$ cat src/rtl/pll_drp_ctrl.sv
// PLL DRP reconfiguration controller: holds the PLL in reset, applies a table of
// read-modify-write DRP updates, then releases reset and waits for lock.
module pll_drp_ctrl #(
  parameter int NUM_MAX      = 8,
  parameter int DRDY_TIMEOUT = 64,
  parameter int LOCK_TIMEOUT = 4096
) (
  input  logic        DCLK,
  input  logic        RST_N,
  input  logic        START,
  input  logic        CFG_WE,
  input  logic [2:0]  CFG_IDX,
  input  logic [6:0]  CFG_ADDR,
  input  logic [15:0] CFG_MASK,
  input  logic [15:0] CFG_DATA,
  input  logic [3:0]  CFG_NUM,
  output logic [6:0]  DADDR,
  output logic        DEN,
  output logic        DWE,
  output logic [15:0] DI,
  input  logic [15:0] DO,
  input  logic        DRDY,
  output logic        PLL_RST,
  input  logic        LOCKED,
  output logic        BUSY,
  output logic        DONE,
  output logic        ERR
);

  localparam int TMAX = (DRDY_TIMEOUT > LOCK_TIMEOUT) ? DRDY_TIMEOUT : LOCK_TIMEOUT;
  localparam int TW   = $clog2(TMAX + 1);
  localparam logic [TW-1:0] DRDY_LAST = TW'(DRDY_TIMEOUT - 1);
  localparam logic [TW-1:0] LOCK_LAST = TW'(LOCK_TIMEOUT - 1);
  localparam logic [3:0]    NUM_CAP   = 4'(NUM_MAX);

  typedef enum logic [2:0] {
    IDLE, ASSERT_RST, RD_REQ, RD_WAIT, WR_REQ, WR_WAIT, RELEASE, WAIT_LOCK
  } state_e;

  state_e        state_q, state_d;
  logic [2:0]    idx_q, idx_d;
  logic [3:0]    count_q, count_d;
  logic [TW-1:0] timer_q, timer_d;
  logic [15:0]   doCap_q, doCap_d;
  logic          err_q, err_d;
  logic          done_q, done_d;

  logic [6:0]    tblAddr_q [8];
  logic [15:0]   tblMask_q [8];
  logic [15:0]   tblData_q [8];

  logic          tblWe;
  logic [TW-1:0] timerInc;
  logic          reqState;

  assign tblWe    = CFG_WE && (state_q == IDLE) && ({1'b0, CFG_IDX} < NUM_CAP);
  assign timerInc = (timer_q == '1) ? timer_q : timer_q + 1'b1;

  always_ff @(posedge DCLK) begin
    if (!RST_N) begin
      for (int i = 0; i < 8; i++) begin
        tblAddr_q[i] <= '0;
        tblMask_q[i] <= '0;
        tblData_q[i] <= '0;
      end
    end else if (tblWe) begin
      tblAddr_q[CFG_IDX] <= CFG_ADDR;
      tblMask_q[CFG_IDX] <= CFG_MASK;
      tblData_q[CFG_IDX] <= CFG_DATA;
    end
  end

  always_ff @(posedge DCLK) begin
    if (!RST_N) begin
      state_q <= IDLE;
      idx_q   <= '0;
      count_q <= '0;
      timer_q <= '0;
      doCap_q <= '0;
      err_q   <= 1'b0;
      done_q  <= 1'b0;
    end else begin
      state_q <= state_d;
      idx_q   <= idx_d;
      count_q <= count_d;
      timer_q <= timer_d;
      doCap_q <= doCap_d;
      err_q   <= err_d;
      done_q  <= done_d;
    end
  end

  // The timer is zeroed by the state that hands over to each wait state.
  always_comb begin
    state_d = state_q;
    idx_d   = idx_q;
    count_d = count_q;
    timer_d = timer_q;
    doCap_d = doCap_q;
    err_d   = err_q;
    done_d  = 1'b0;
    case (state_q)
      IDLE: begin
        if (START && !done_q) begin
          count_d = (CFG_NUM > NUM_CAP) ? NUM_CAP : CFG_NUM;
          err_d   = 1'b0;
          idx_d   = '0;
          state_d = ASSERT_RST;
        end
      end
      ASSERT_RST: state_d = (count_q == 4'd0) ? RELEASE : RD_REQ;
      RD_REQ: begin
        timer_d = '0;
        state_d = RD_WAIT;
      end
      RD_WAIT: begin
        if (DRDY) begin
          doCap_d = DO;
          state_d = WR_REQ;
        end else if (timer_q >= DRDY_LAST) begin
          err_d   = 1'b1;
          state_d = RELEASE;
        end else begin
          timer_d = timerInc;
        end
      end
      WR_REQ: begin
        timer_d = '0;
        state_d = WR_WAIT;
      end
      WR_WAIT: begin
        if (DRDY) begin
          if (({1'b0, idx_q} + 4'd1) < count_q) begin
            idx_d   = idx_q + 3'd1;
            state_d = RD_REQ;
          end else begin
            state_d = RELEASE;
          end
        end else if (timer_q >= DRDY_LAST) begin
          err_d   = 1'b1;
          state_d = RELEASE;
        end else begin
          timer_d = timerInc;
        end
      end
      RELEASE: begin
        timer_d = '0;
        state_d = WAIT_LOCK;
      end
      WAIT_LOCK: begin
        if (LOCKED) begin
          done_d  = 1'b1;
          state_d = IDLE;
        end else if (timer_q >= LOCK_LAST) begin
          err_d   = 1'b1;
          done_d  = 1'b1;
          state_d = IDLE;
        end else begin
          timer_d = timerInc;
        end
      end
      default: state_d = IDLE;
    endcase
  end

  assign reqState = (state_q == RD_REQ) || (state_q == WR_REQ);
  assign DEN      = reqState;
  assign DWE      = (state_q == WR_REQ);
  assign DADDR    = reqState ? tblAddr_q[idx_q] : '0;
  assign DI       = (state_q == WR_REQ)
                  ? ((doCap_q & tblMask_q[idx_q]) | (tblData_q[idx_q] & ~tblMask_q[idx_q]))
                  : '0;
  assign PLL_RST  = (state_q == ASSERT_RST) || (state_q == RD_REQ) || (state_q == RD_WAIT)
                 || (state_q == WR_REQ) || (state_q == WR_WAIT);
  assign BUSY     = (state_q != IDLE);
  assign DONE     = done_q;
  assign ERR      = err_q;

endmodule

$ cat config.mk
export PLATFORM = sky130hd
export DESIGN_NAME = pll_drp_ctrl
export DESIGN_NICKNAME = d
export VERILOG_FILES = /design/src/rtl/pll_drp_ctrl.sv
export SDC_FILE = /design/constraint.sdc
export NUM_CORES = 1
export LEC_CHECK = 0
export ABC_CLOCK_PERIOD_IN_PS = 10200
export BUFFER_PORTS_ARGS = -buffer_cell sky130_fd_sc_hd__buf_2
export CAP_MARGIN = 20
export CORE_UTILIZATION = 48
export CTS_BUF_LIST = sky130_fd_sc_hd__clkbuf_8
export CTS_CLUSTER_SIZE = 12
export DETAILED_ROUTE_END_ITERATION = 8
export GPL_TIMING_DRIVEN = 0
export PLACE_DENSITY = 0.71
export SLEW_MARGIN = 40
export SYNTH_ARGS = -nofsm -noshare
export SYNTH_HDL_FRONTEND = slang
export SYNTH_SLANG_ARGS = --single-unit
$ cat constraint.sdc
create_clock -name DCLK -period 10.2 [get_ports DCLK]
set_input_delay 0.51 -clock DCLK [delete_from_list [all_inputs] [get_ports DCLK]]
set_output_delay 0.51 -clock DCLK [all_outputs]
set_load 0.01 [all_outputs]
# ---- Word-level counts from Yosys, hierarchy flattened
# Memory sizes are Yosys's and may differ from the RTL's. A register that Yosys moved wholly into a read port is not among the register bits.
# Index checks and enable logic that the tools add are counted.
# W data, S select, Z words.
dict set report word_totals {
  ff_bits 41
  mem_bits_rw 312
  out_inout_bits 29
  word_cells 114
  memories 3
}
# name words word_bits rd rd_ports_with_merged_regs wr line_no
set memory_table {}
lappend memory_table {tblData_q 8 16 1 1 8 50} ;# logic [15:0] tblData_q [8];
lappend memory_table {tblMask_q 8 16 1 1 8 49} ;# logic [15:0] tblMask_q [8];
lappend memory_table {tblAddr_q 8 7 1 1 8 48} ;# logic [6:0] tblAddr_q [8];
dict set report classes {
  add_sub_neg 3
  magnitude_cmp 4
  n_eq_ne 18
  mux 49
  bitwise_logic 4
  reduce_logical 26
}
# op n
set ops {}
lappend ops {{$mux W13} 5}
lappend ops {{$mux W3} 20}
lappend ops {{$mux W16} 3}
lappend ops {{$pmux W13 S3} 1}
lappend ops {{$and A16 B16 Y16} 2}
lappend ops {{$reduce_or A16 Y1} 2}
lappend ops {{$pmux W3 S8} 1}
lappend ops {{$not A16 Y16} 1}
lappend ops {{$or A16 B16 Y16} 1}
lappend ops {{$mux W1} 14}
lappend ops {{$mux W7} 2}
lappend ops {{$ne A2 B2 Y1 const B} 7}
lappend ops {{$add A13 B1 Y13 const B} 1}
lappend ops {{$eq A13 B13 Y1 const B} 1}
lappend ops {{$ge A13 B12 Y1 const B} 1}
lappend ops {{$ge A13 B6 Y1 const B} 1}
lappend ops {{$eq A3 B3 Y1 const B} 4}
lappend ops {{$reduce_bool A3 Y1} 3}
lappend ops {{$reduce_and A2 Y1} 4}
lappend ops {{$reduce_or A7 Y1} 1}
lappend ops {{$eq A3 B2 Y1 const B} 2}
lappend ops {{$pmux W3 S2} 1}
lappend ops {{$reduce_and A6 Y1} 1}
lappend ops {{$logic_or A1 B1 Y1} 5}
lappend ops {{other kinds (18)} 20}

# ---- Logic depth before layout (Yosys ltp)
# Gate-level depths: netlist (run 1).
dict set report logic_depth {
  word_depth 7
  ltp_mapped 8
  ltp_nobuf 8
}

# ---- Least setup slack after synthesis (run 1)
# Ideal clock, no wire load.
dict set report synth_path {
  path_kind {input -> register}
  startpoint {input RST_N}
  endpoint {memory tblAddr_q[2][0] (enable)}
  setup_ns 0.489
  t_arrival_ns 3.845
  setup_slack_ns 5.866
  path_stages 3
  cell_sequence {clkbuf_1 -> nand4b_1 -> o21ai_0}
}
# item line_no
set synth_lines {}
lappend synth_lines {{start: declaration} 9} ;# input logic RST_N,
lappend synth_lines {{end: declaration} 48}

==> flow_summary_export.csv, run 1 <==
group,metric,value,unit
detailed_routing,vias,10500,
detailed_routing,vias_per_cell,5.76,
clocking,cts_tree,"done",
worst_setup_path,timing.rr.start,"state_q[0]",
worst_setup_path,cp_slowest_cell,"buf_1",
timing,rsz0062_at_grt,"no",
placed_design,dpl_cell_area,17700,um2
clocking,cts_buffer_depth,3,
timing,slew_headroom,0.417,
timing,setup_viol,0,
placed_design,dp_hpwl,29300,um
detailed_routing,antenna_left,0,
final_layout,nets,1400,
status,status,"complete, no violations",
die,die_w,186,um
worst_setup_path,rr_endpoint,"tblMask_q[1][6]",
logic_synthesis,synthArstFlopShare,0,
logic_synthesis,syn-cell-area,16200,um2
clocking,cts_max_level,2,
global_routing,grt_util_all_layers,0.258,
logic_synthesis,synthCells,1152,
logic_synthesis,synth_compound_area_frac,0.0409,
worst_setup_path,max_stage_delay,0.72,ns
global_routing,first_global_vias,10600,
job,drv_cap,0,
hold_path,hp-class,"in2reg",
logic_synthesis,ys.warnings.count,0,
placed_design,portBuffers,95,
clocking,cts_resized,0,
worst_setup_path,crit_family,"buffers and inverters",
final_layout,n_antenna_cell,0,
detailed_routing,postRouteWirelength,43100,um
timing,finalHoldViolations,0,
worst_setup_path,crit_top_cell,"clkbuf_1",
worst_setup_path,rr_worst_depth,7,
clocking,cts_hold_buf,0,
die,core.rowCount,66,
worst_setup_path,cp-end-kind,"primary output",
final_layout,finish.instance_area,18800,um2
power_and_ir_drop,p_total,3.17,mW
clocking,clkTransAtPathRegs,0.07,ns
detailed_routing,wl_per_cell,23.7,um
worst_setup_path,path_depth,7,
clocking,root_buffer,"clkbuf_8",
detailed_routing,first_iter_violations,997,
worst_setup_path,start_kind,"flop",
clocking,cts_made_buffers,57,
logic_synthesis,synthesis.nets,1225,
logic_synthesis,synth_ff_type,"edfxtp_1",
worst_setup_path,critPathCapture,"DI[9]",
worst_setup_path,path_buf_inv,4,
final_layout,drive_gt1_frac,0.222,
die,die_h,186,um
worst_setup_path,critPathMaxFanout,10,
timing,period_share,0.417,
logic_synthesis,yosys.area_share.simple,0.178,
timing,fin_crit,4.25,ns
final_layout,utilization,0.571,
logic_synthesis,synth_fa_ha_area_frac,0.00386,
logic_synthesis,synth.area.mux_share,0.123,
placed_design,globalplace.congestion,0.888,
timing,slew_viol_final,0,
die,initial_core_util,0.493,
die,ios,97,
worst_setup_path,r2r_slack,6.43,ns
logic_synthesis,synth.distinct_cells,57,
worst_setup_path,crit_chain,"clkbuf_1, clkbuf_1, buf_1, mux4_2, nor3_1, a211oi_1, buf_2",
logic_synthesis,synth-edff-count,312,
worst_setup_path,arrival,3.74,ns
die,core_area,32900,um2
logic_synthesis,syn_area_per_cell,14.1,um2
logic_synthesis,ys_ff_latch,356,
worst_setup_path,crit_type,"reg2out",
worst_setup_path,critPathRequiredTime,9.69,ns
die,dieArea,34500,um2
power_and_ir_drop,vdd.ir_drop.worst,129,uV
global_routing,grt_pass1_wl,63300,um
clocking,insertion_delay,0.63,ns
clocking,cts.sinks,356,
power_and_ir_drop,powerDensity,169,nW/um2
global_routing,antenna_found_initial,1,
timing,worst_pin_slew,0.874,ns
final_layout,syn2layout_area_growth,15.9,%
global_routing,overflow,0,
logic_synthesis,yosysSeqAreaShare,0.632,
power_and_ir_drop,leakage,6.86,nW
timing,skew,0.0284,ns
logic_synthesis,synth_top_family_by_area,"simple AND/OR/NAND/NOR gates",
detailed_routing,drc,0,
clocking,post_cts_buffers,0,
timing,fmax,0.235,GHz
logic_synthesis,synth_xor_area_frac,0.00108,
timing,tns,0,ns
global_routing,grt_max_degree,28,
detailed_routing,drt-pass1-iter-count,5,
## worst register-to-register path, delay by kind of cell, from the launching register on
kind | cells | cell delay, ns
flip-flops | 1 | 0.33
buffers and inverters | 3 | 0.94
AND/OR/NAND/NOR | 4 | 2.18
## how the worst min path moves through the flow
stage,start,end,slack (ns),cells past startpoint
after CTS,DO[12],doCap_q[12],0.10,3
after global routing,DO[11],doCap_q[11],0.12,3
after global placement,doCap_q[8],doCap_q[8],0.44,2
after detailed placement,doCap_q[11],doCap_q[11],0.45,2
after floorplan,doCap_q[10],doCap_q[10],0.43,2
final,DO[11],doCap_q[11],0.13,3
## sequential cells by signal, indices dropped and copies added (netlist names), named ones only
| register | flops |
|---|---|
| idx_q | 3 |
| DONE | 1 |
| ERR | 1 |
| tblMask_q | 128 |
| doCap_q | 16 |
| count_q | 4 |
| timer_q | 13 |
| tblData_q | 128 |
| state_q | 3 |
| tblAddr_q | 56 |
## per-stage QoR
step                hold slack [ns]  worst slack [ns]  std cells
floorplan                     0.433              5.87       1152
global placement              0.441              2.63       1689
detailed placement            0.446              6.44       1710
CTS                           0.103              6.09       1815
global route                  0.116              5.90       1815
finish                        0.133              5.95       1815
## cell usage in the layout (no fill, tap or decap), types with 5 or more instances in the layout
cell type	synthesis	layout
a211oi_1	13	13
a21oi_1	29	29
and2_1	312	312
buf_16	0	6
buf_2	13	108
buf_8	0	13
clkbuf_1	56	51
clkbuf_2	0	6
clkbuf_8	0	58
clkinv_1	0	20
clkinv_2	0	9
dfxtp_1	44	44
edfxtp_1	312	312
ha_1	5	5
inv_1	10	24
mux2i_1	21	21
mux4_2	78	78
nand2_1	64	64
nand2b_1	9	7
nand3_1	8	8
nand4_1	5	5
nor2_1	41	41
nor2b_1	7	7
nor3_1	25	24
nor3b_1	6	5
o21ai_0	27	21
o21ai_4	0	6
o311a_1	5	5
or4_1	5	5
## layer usage
metal / wire [um] / part of all wire / global-route usage / vias up
li1: - / - / - / 4622
met1: 17300 / 0.40 / 0.334 / 5201
met2: 20500 / 0.48 / 0.420 / 527
met3: 3840 / 0.089 / 0.0565 / 106
met4: 1500 / 0.035 / 0.109 / 2
met5: 13 / 0.00030 / 0 / -
## where the power goes
group	leakage (nW)	internal [mW]	switching, mW	total [mW]
Clock	0.597	0.581	0.571	1.15
Sequential	3.58	1.65	0.0219	1.67
Combinational	2.68	0.120	0.227	0.348
## synth_stat cells, types with 13 or more instances
| cell | n | area [um2] |
|---|---|---|
| clkbuf_1 | 56 | 210 |
| a21oi_1 | 29 | 145 |
| nor2_1 | 41 | 154 |
| mux2i_1 | 21 | 210 |
| edfxtp_1 | 312 | 9370 |
| o21ai_0 | 27 | 135 |
| nand2_1 | 64 | 240 |
| mux4_2 | 78 | 1760 |
| and2_1 | 312 | 1950 |
| dfxtp_1 | 44 | 881 |
| buf_2 | 13 | 65.1 |
| nor3_1 | 25 | 125 |
| a211oi_1 | 13 | 97.6 |
## logic make-up (layout without fill, tap and decap cells)
group,count (synthesis),count (layout)
buf+inv,86,307
simple gates,499,499
xor+xnor,2,2
fa+ha+maj,5,5
compound gates,103,103
mux,101,101
flops,356,356
## area by class of cell
type | instances | area (um2)
Fill cell | 2709 | 14100
Sequential cell | 356 | 10200
Tap cell | 442 | 553
Clock inverter | 47 | 253
Buffer | 75 | 313
Multi-Input combinational cell | 710 | 5700
Timing Repair Buffer | 116 | 867
Inverter | 11 | 41.3
Clock buffer | 58 | 798
Power figures use the tool's default switching activity.
==> run 2: changes to the inputs <==
Settings changed: ABC_CLOCK_PERIOD_IN_PS 10200 to 3800, PLACE_DENSITY 0.71 to 0.74.
Clock period 10.2 ns to 3.8 ns, I/O delays scaled along.
==> run 2 against run 1 <==
Against the previous run: global-route usage rose by 0.61 points; combinational power rose to 2.9 times the previous value; cell area rose by 4.0%; first-iteration DRC count rose by 16%; critical path type unchanged; largest cell class unchanged.
==> flow_summary_export.csv, run 2 (same netlist as run 1, synthesis figures left out) <==
group,metric,value,unit
detailed_routing,vias,10900,
clocking,cts.sinks,356,
power_and_ir_drop,powerDensity,444,nW/um2
timing,slew_headroom,0.444,
clocking,insertion_delay,0.63,ns
power_and_ir_drop,vdd.ir_drop.worst,287,uV
detailed_routing,drc,0,
global_routing,grt_max_degree,24,
global_routing,first_global_vias,10800,
placed_design,dp_slack,0.0251,ns
job,drv_cap,0,
detailed_routing,wl_per_cell,23.6,um
global_routing,overflow,0,
timing,setup_ws,0.156,ns
placed_design,portBuffers,95,
power_and_ir_drop,leakage,7.21,nW
detailed_routing,first_iter_violations,1159,
status,status,"complete, no violations",
worst_setup_path,rr_worst_depth,7,
placed_design,dp_cells,1709,
worst_setup_path,timing.rr.start,"state_q[0]",
worst_setup_path,r2r_slack,0.20,ns
detailed_routing,drt-pass1-iter-count,5,
timing,period_share,0.959,
global_routing,grt_util_all_layers,0.264,
worst_setup_path,critPathMaxFanout,10,
detailed_routing,postRouteWirelength,44500,um
placed_design,dpl_cell_area,17800,um2
timing,fin_crit,3.64,ns
die,die_w,186,um
final_layout,nets,1464,
timing,slew_viol_final,0,
final_layout,reg_top3,"tblData_q x128, tblMask_q x128, tblAddr_q x56",
worst_setup_path,rr_endpoint,"tblMask_q[1][5]",
detailed_routing,antenna_left,0,
worst_setup_path,cp_slowest_cell,"nor3b_2",
die,die_h,186,um
placed_design,globalplace.congestion,0.912,
die,core.rowCount,66,
power_and_ir_drop,power_frac_seq,0.517,
worst_setup_path,arrival,3.45,ns
timing,skew,0.0162,ns
clocking,cts_made_buffers,57,
timing,tns,0,ns
die,initial_core_util,0.493,
worst_setup_path,max_stage_delay,0.61,ns
clocking,cts_buffer_depth,3,
clocking,cts_max_level,2,
hold_path,worstHoldPathCells,4,
die,dieArea,34500,um2
worst_setup_path,critPathRequiredTime,3.61,ns
hold_path,hp-class,"in2reg",
final_layout,finish.instance_area,19500,um2
power_and_ir_drop,p_comb_frac,0.116,
final_layout,layout_common_cells,"312 x and2_1, 312 x edfxtp_1, 111 x buf_2, 78 x mux4_2, 66 x clkbuf_8",
worst_setup_path,cp-end-kind,"primary output",
final_layout,syn2layout_area_growth,20.5,%
clocking,clkTransAtPathRegs,0.06,ns
power_and_ir_drop,p_clk_frac,0.366,
worst_setup_path,crit_top_cell,"buf_2",
die,ios,97,
clocking,cts_tree,"done",
final_layout,drive_gt1_frac,0.217,
hold_path,min_to,"state_q[0]",
die,core_area,32900,um2
worst_setup_path,start_kind,"flop",
worst_setup_path,crit_chain,"buf_2, buf_2, nor3b_2, clkbuf_1, o21ai_0, a211oi_1, buf_2",
power_and_ir_drop,switchingPower,2.23,mW
detailed_routing,vias_per_cell,5.78,
worst_setup_path,crit_type,"reg2out",
power_and_ir_drop,intPower,6.45,mW
global_routing,antenna_found_initial,3,
timing,worst_pin_slew,0.834,ns
power_and_ir_drop,p_sw_frac,0.257,
hold_path,worstHoldStart,"START",
placed_design,dp_hpwl,29600,um
timing,setup_viol,0,
timing,fmax,0.274,GHz
final_layout,fin_cells,1881,
clocking,root_buffer,"clkbuf_8",
global_routing,grt_pass1_wl,65200,um
timing,finalHoldViolations,0,
-- run 2: changes by cell type in the layout (fill, tap and decap cells not counted), sizes merged --
cell         previous run  this run
clkinv                 29        10
diode                   0         3
buf                   134       137
clkbuf                115       122
bufinv                  2         1
inv                    27        38
dlygate4sd3             0        62
-- run 2: worst max-delay path: cells and delay by family (launching register included) --
kind	cells	cell delay [ns]
AO/OA/AOI/OAI	2	0.67
buffers and inverters	4	1.24
flip-flops	1	0.31
AND/OR/NAND/NOR	1	0.61
-- run 2: per-layer routing --
metal | vias to the layer above | GRT usage | wire length (um)
li1 | 4759 | - | -
met1 | 5351 | 0.343 | 17100
met2 | 640 | 0.432 | 21200
met3 | 117 | 0.0607 | 4730
met4 | 0 | 0.100 | 1420
met5 | - | 0 | 0
-- run 2: worst max-delay path by stage --
stage,start,endpoint,slack (ns),cells past startpoint
2_1_floorplan,state_q[0],tblAddr_q[2][0],-0.52,4
6_report,state_q[2],DI[14],0.16,7
3_3_place_gp,state_q[0],tblMask_q[4][11],-3.97,4
3_5_place_dp,state_q[0],tblAddr_q[0][0],0.03,7
5_1_grt,state_q[0],tblMask_q[1][1],-0.01,7
4_1_cts,state_q[0],tblData_q[0][7],0.004,7
-- run 2: layout make-up --
type / instances / area [um2]
Fill cell: 2604 / 13300
Sequential cell: 356 / 10200
Multi-Input combinational cell: 710 / 5710
Timing Repair Buffer: 180 / 1550
Clock buffer: 66 / 908
Tap cell: 442 / 553
Buffer: 75 / 317
Clock inverter: 38 / 185
Inverter: 11 / 41.3
Antenna cell: 3 / 7.51
-- run 2: metrics by stage --
stage               power (mW)  utilization  hold slack [ns]
floorplan                 5.06            -            0.326
global placement          5.43        0.524            0.440
detailed placement        5.50        0.541            0.446
CTS                       8.68        0.593           0.0616
global route              8.93        0.594           0.0905
finish                    8.68        0.594           0.0785
-- run 2: power by group through the flow --
| stage | Sequential, mW | Clock (mW) | Combinational [mW] |
|---|---|---|---|
| after floorplan | 4.56 | 0 | 0.503 |
| after global placement | 4.59 | 0 | 0.843 |
| after detailed placement | 4.57 | 0 | 0.934 |
| after CTS | 4.49 | 3.20 | 0.989 |
| after global routing | 4.50 | 3.35 | 1.07 |
| final | 4.49 | 3.18 | 1.01 |
-- run 2: repair_timing --
| action | in CTS | in global routing |
|---|---|---|
| gates cloned | 0 | 0 |
| hold endpoints to repair | 337 | 0 |
| pin swaps | 0 | 1 |
| buffers inserted | 0 | 3 |
| resized for setup | 2 | 3 |
| hold buffers | 62 | 0 |
| setup endpoints to repair | 3 | 48 |
==> run 3: changes to the inputs <==
Settings changed: ABC_CLOCK_PERIOD_IN_PS 3800 to 3500, CAP_MARGIN 20 to 10, PLACE_DENSITY 0.74 to 0.71.
Clock period 3.8 ns to 3.5 ns, I/O delays scaled along.
==> run 3 against run 2 <==
Against the previous run: sequential share of layout area up 0.11 points; sequential power up 8.5%; first-iteration DRC count up 2.8%; cell count about the same; cell area down 0.22%; largest cell class unchanged; critical endpoint is now DI[11]; clock-buffer cell count down 1; clock power up 7.5%.
==> flow_summary_export.csv, run 3 (same netlist as run 1, synthesis figures left out) <==
group,metric,value,unit
power_and_ir_drop,powerDensity,482,nW/um2
clocking,cts_max_level,2,
clocking,insertion_delay,0.61,ns
timing,slew_viol_final,0,
die,initial_core_util,0.493,
detailed_routing,first_iter_violations,1192,
global_routing,antenna_found_initial,1,
die,core.rowCount,66,
final_layout,fin_cells,1880,
die,ios,97,
final_layout,multi_input_area,5710,um2
timing,fin_crit,3.38,ns
clocking,cts.sinks,356,
final_layout,nets,1466,
global_routing,grt_pass1_wl,65200,um
worst_setup_path,start_kind,"flop",
clocking,cts_tree,"done",
timing,setup_viol,0,
worst_setup_path,rr_worst_depth,8,
status,status,"complete, no violations",
placed_design,dp_hpwl,29400,um
global_routing,first_global_vias,10900,
timing,skew,0.0277,ns
timing,slew_headroom,0.438,
worst_setup_path,r2r_slack,0.13,ns
job,drv_cap,0,
timing,worst_pin_slew,0.844,ns
worst_setup_path,timing.rr.start,"state_q[0]",
die,die_w,186,um
worst_setup_path,cp-end-kind,"primary output",
global_routing,grt_max_degree,27,
global_routing,grt_util_all_layers,0.264,
die,dieArea,34500,um2
final_layout,nFillCells,2610,
final_layout,drive_gt1_frac,0.221,
hold_path,worstHoldStart,"START",
final_layout,regArea,10200,um2
placed_design,dpl_cell_area,17700,um2
power_and_ir_drop,vdd.ir_drop.worst,327,uV
detailed_routing,drt-pass1-iter-count,6,
placed_design,portBuffers,95,
clocking,cts_buffer_depth,3,
placed_design,dp_cells,1709,
clocking,clkTransAtPathRegs,0.06,ns
die,die_h,186,um
clocking,root_buffer,"clkbuf_8",
worst_setup_path,rr_endpoint,"tblData_q[2][10]",
worst_setup_path,crit_type,"reg2out",
worst_setup_path,arrival,3.21,ns
final_layout,finish.instance_area,19500,um2
worst_setup_path,critPathMaxFanout,10,
timing,fmax,0.296,GHz
final_layout,reg_top3,"tblData_q x128, tblMask_q x128, tblAddr_q x56",
timing,tns,0,ns
hold_path,min_to,"state_q[0]",
power_and_ir_drop,leakage,7.20,nW
placed_design,globalplace.congestion,0.879,
clocking,cts_made_buffers,58,
detailed_routing,wl_per_cell,23.6,um
hold_path,worstHoldPathCells,4,
detailed_routing,postRouteWirelength,44400,um
die,core_area,32900,um2
final_layout,syn2layout_area_growth,20.2,%
final_layout,layout_common_cells,"312 x and2_1, 312 x edfxtp_1, 111 x buf_2, 78 x mux4_2, 65 x clkbuf_8",
timing,rsz0062_at_grt,"no",
timing,finalHoldViolations,0,
global_routing,overflow,0,
worst_setup_path,critPathRequiredTime,3.32,ns
detailed_routing,antenna_left,0,
detailed_routing,vias_per_cell,5.73,
detailed_routing,vias,10800,
detailed_routing,drc,0,
hold_path,hp-class,"in2reg",
timing,period_share,0.966,
## run 3: what timing repair did
item | in CTS | in global routing
cloned | 0 | 0
pin swaps | 2 | 0
endpoints found under the setup margin | 76 | 8
hold buffers | 62 | 0
setup buffers | 4 | 0
hold endpoints to repair | 337 | 0
resized for setup | 4 | 2
## run 3: area by class of cell
class,count,area share
Tap cell,442,0.0284
Sequential cell,356,0.526
Inverter,11,0.00212
Antenna cell,1,0.000128
Clock buffer,65,0.0459
Buffer,75,0.0163
Timing Repair Buffer,181,0.0778
Multi-Input combinational cell,710,0.293
Clock inverter,39,0.00996
## run 3: per-layer routing
metal	routed length, um	share of wire	GRT usage
met5	17	0.00038	0
met3	3890	0.088	0.0505
met2	21300	0.48	0.432
met1	17500	0.39	0.343
met4	1710	0.038	0.115
## run 3: where the power goes
| group | switching [mW] | internal (mW) |
|---|---|---|
| Sequential | 0.0635 | 4.81 |
| Combinational | 0.684 | 0.403 |
| Clock | 1.65 | 1.77 |
## run 3: how the worst max path moves through the flow
stage	from	endpoint	slack, ns	cells after the start
floorplan	state_q[0]	tblAddr_q[2][0]	-0.82	4
global placement	state_q[0]	tblMask_q[4][6]	-4.21	4
detailed placement	state_q[0]	tblMask_q[0][4]	-0.35	7
CTS	flop	DI[8]	0.07	7
global route	state_q[2]	DI[11]	0.05	7
finish	state_q[2]	DI[11]	0.12	7
## run 3: critical path, cell delays in order, from the launching register on
cell and delay (ns):
dfxtp_1 0.30, buf_2 0.20, buf_2 0.23, nor3b_2 0.61
clkbuf_2 0.43, o21ai_0 0.14, a211oi_1 0.44, buf_2 0.23
## run 3: metrics by stage
step	util	setup slack, ns	power [mW]	hold WS, ns
after CTS	0.593	0.0683	9.40	0.0397
after global routing	0.593	0.0500	9.67	0.126
after floorplan	-	-0.821	5.50	0.311
final	0.593	0.120	9.38	0.0613
after detailed placement	0.539	-0.346	5.97	0.437
after global placement	0.524	-4.21	5.90	0.438
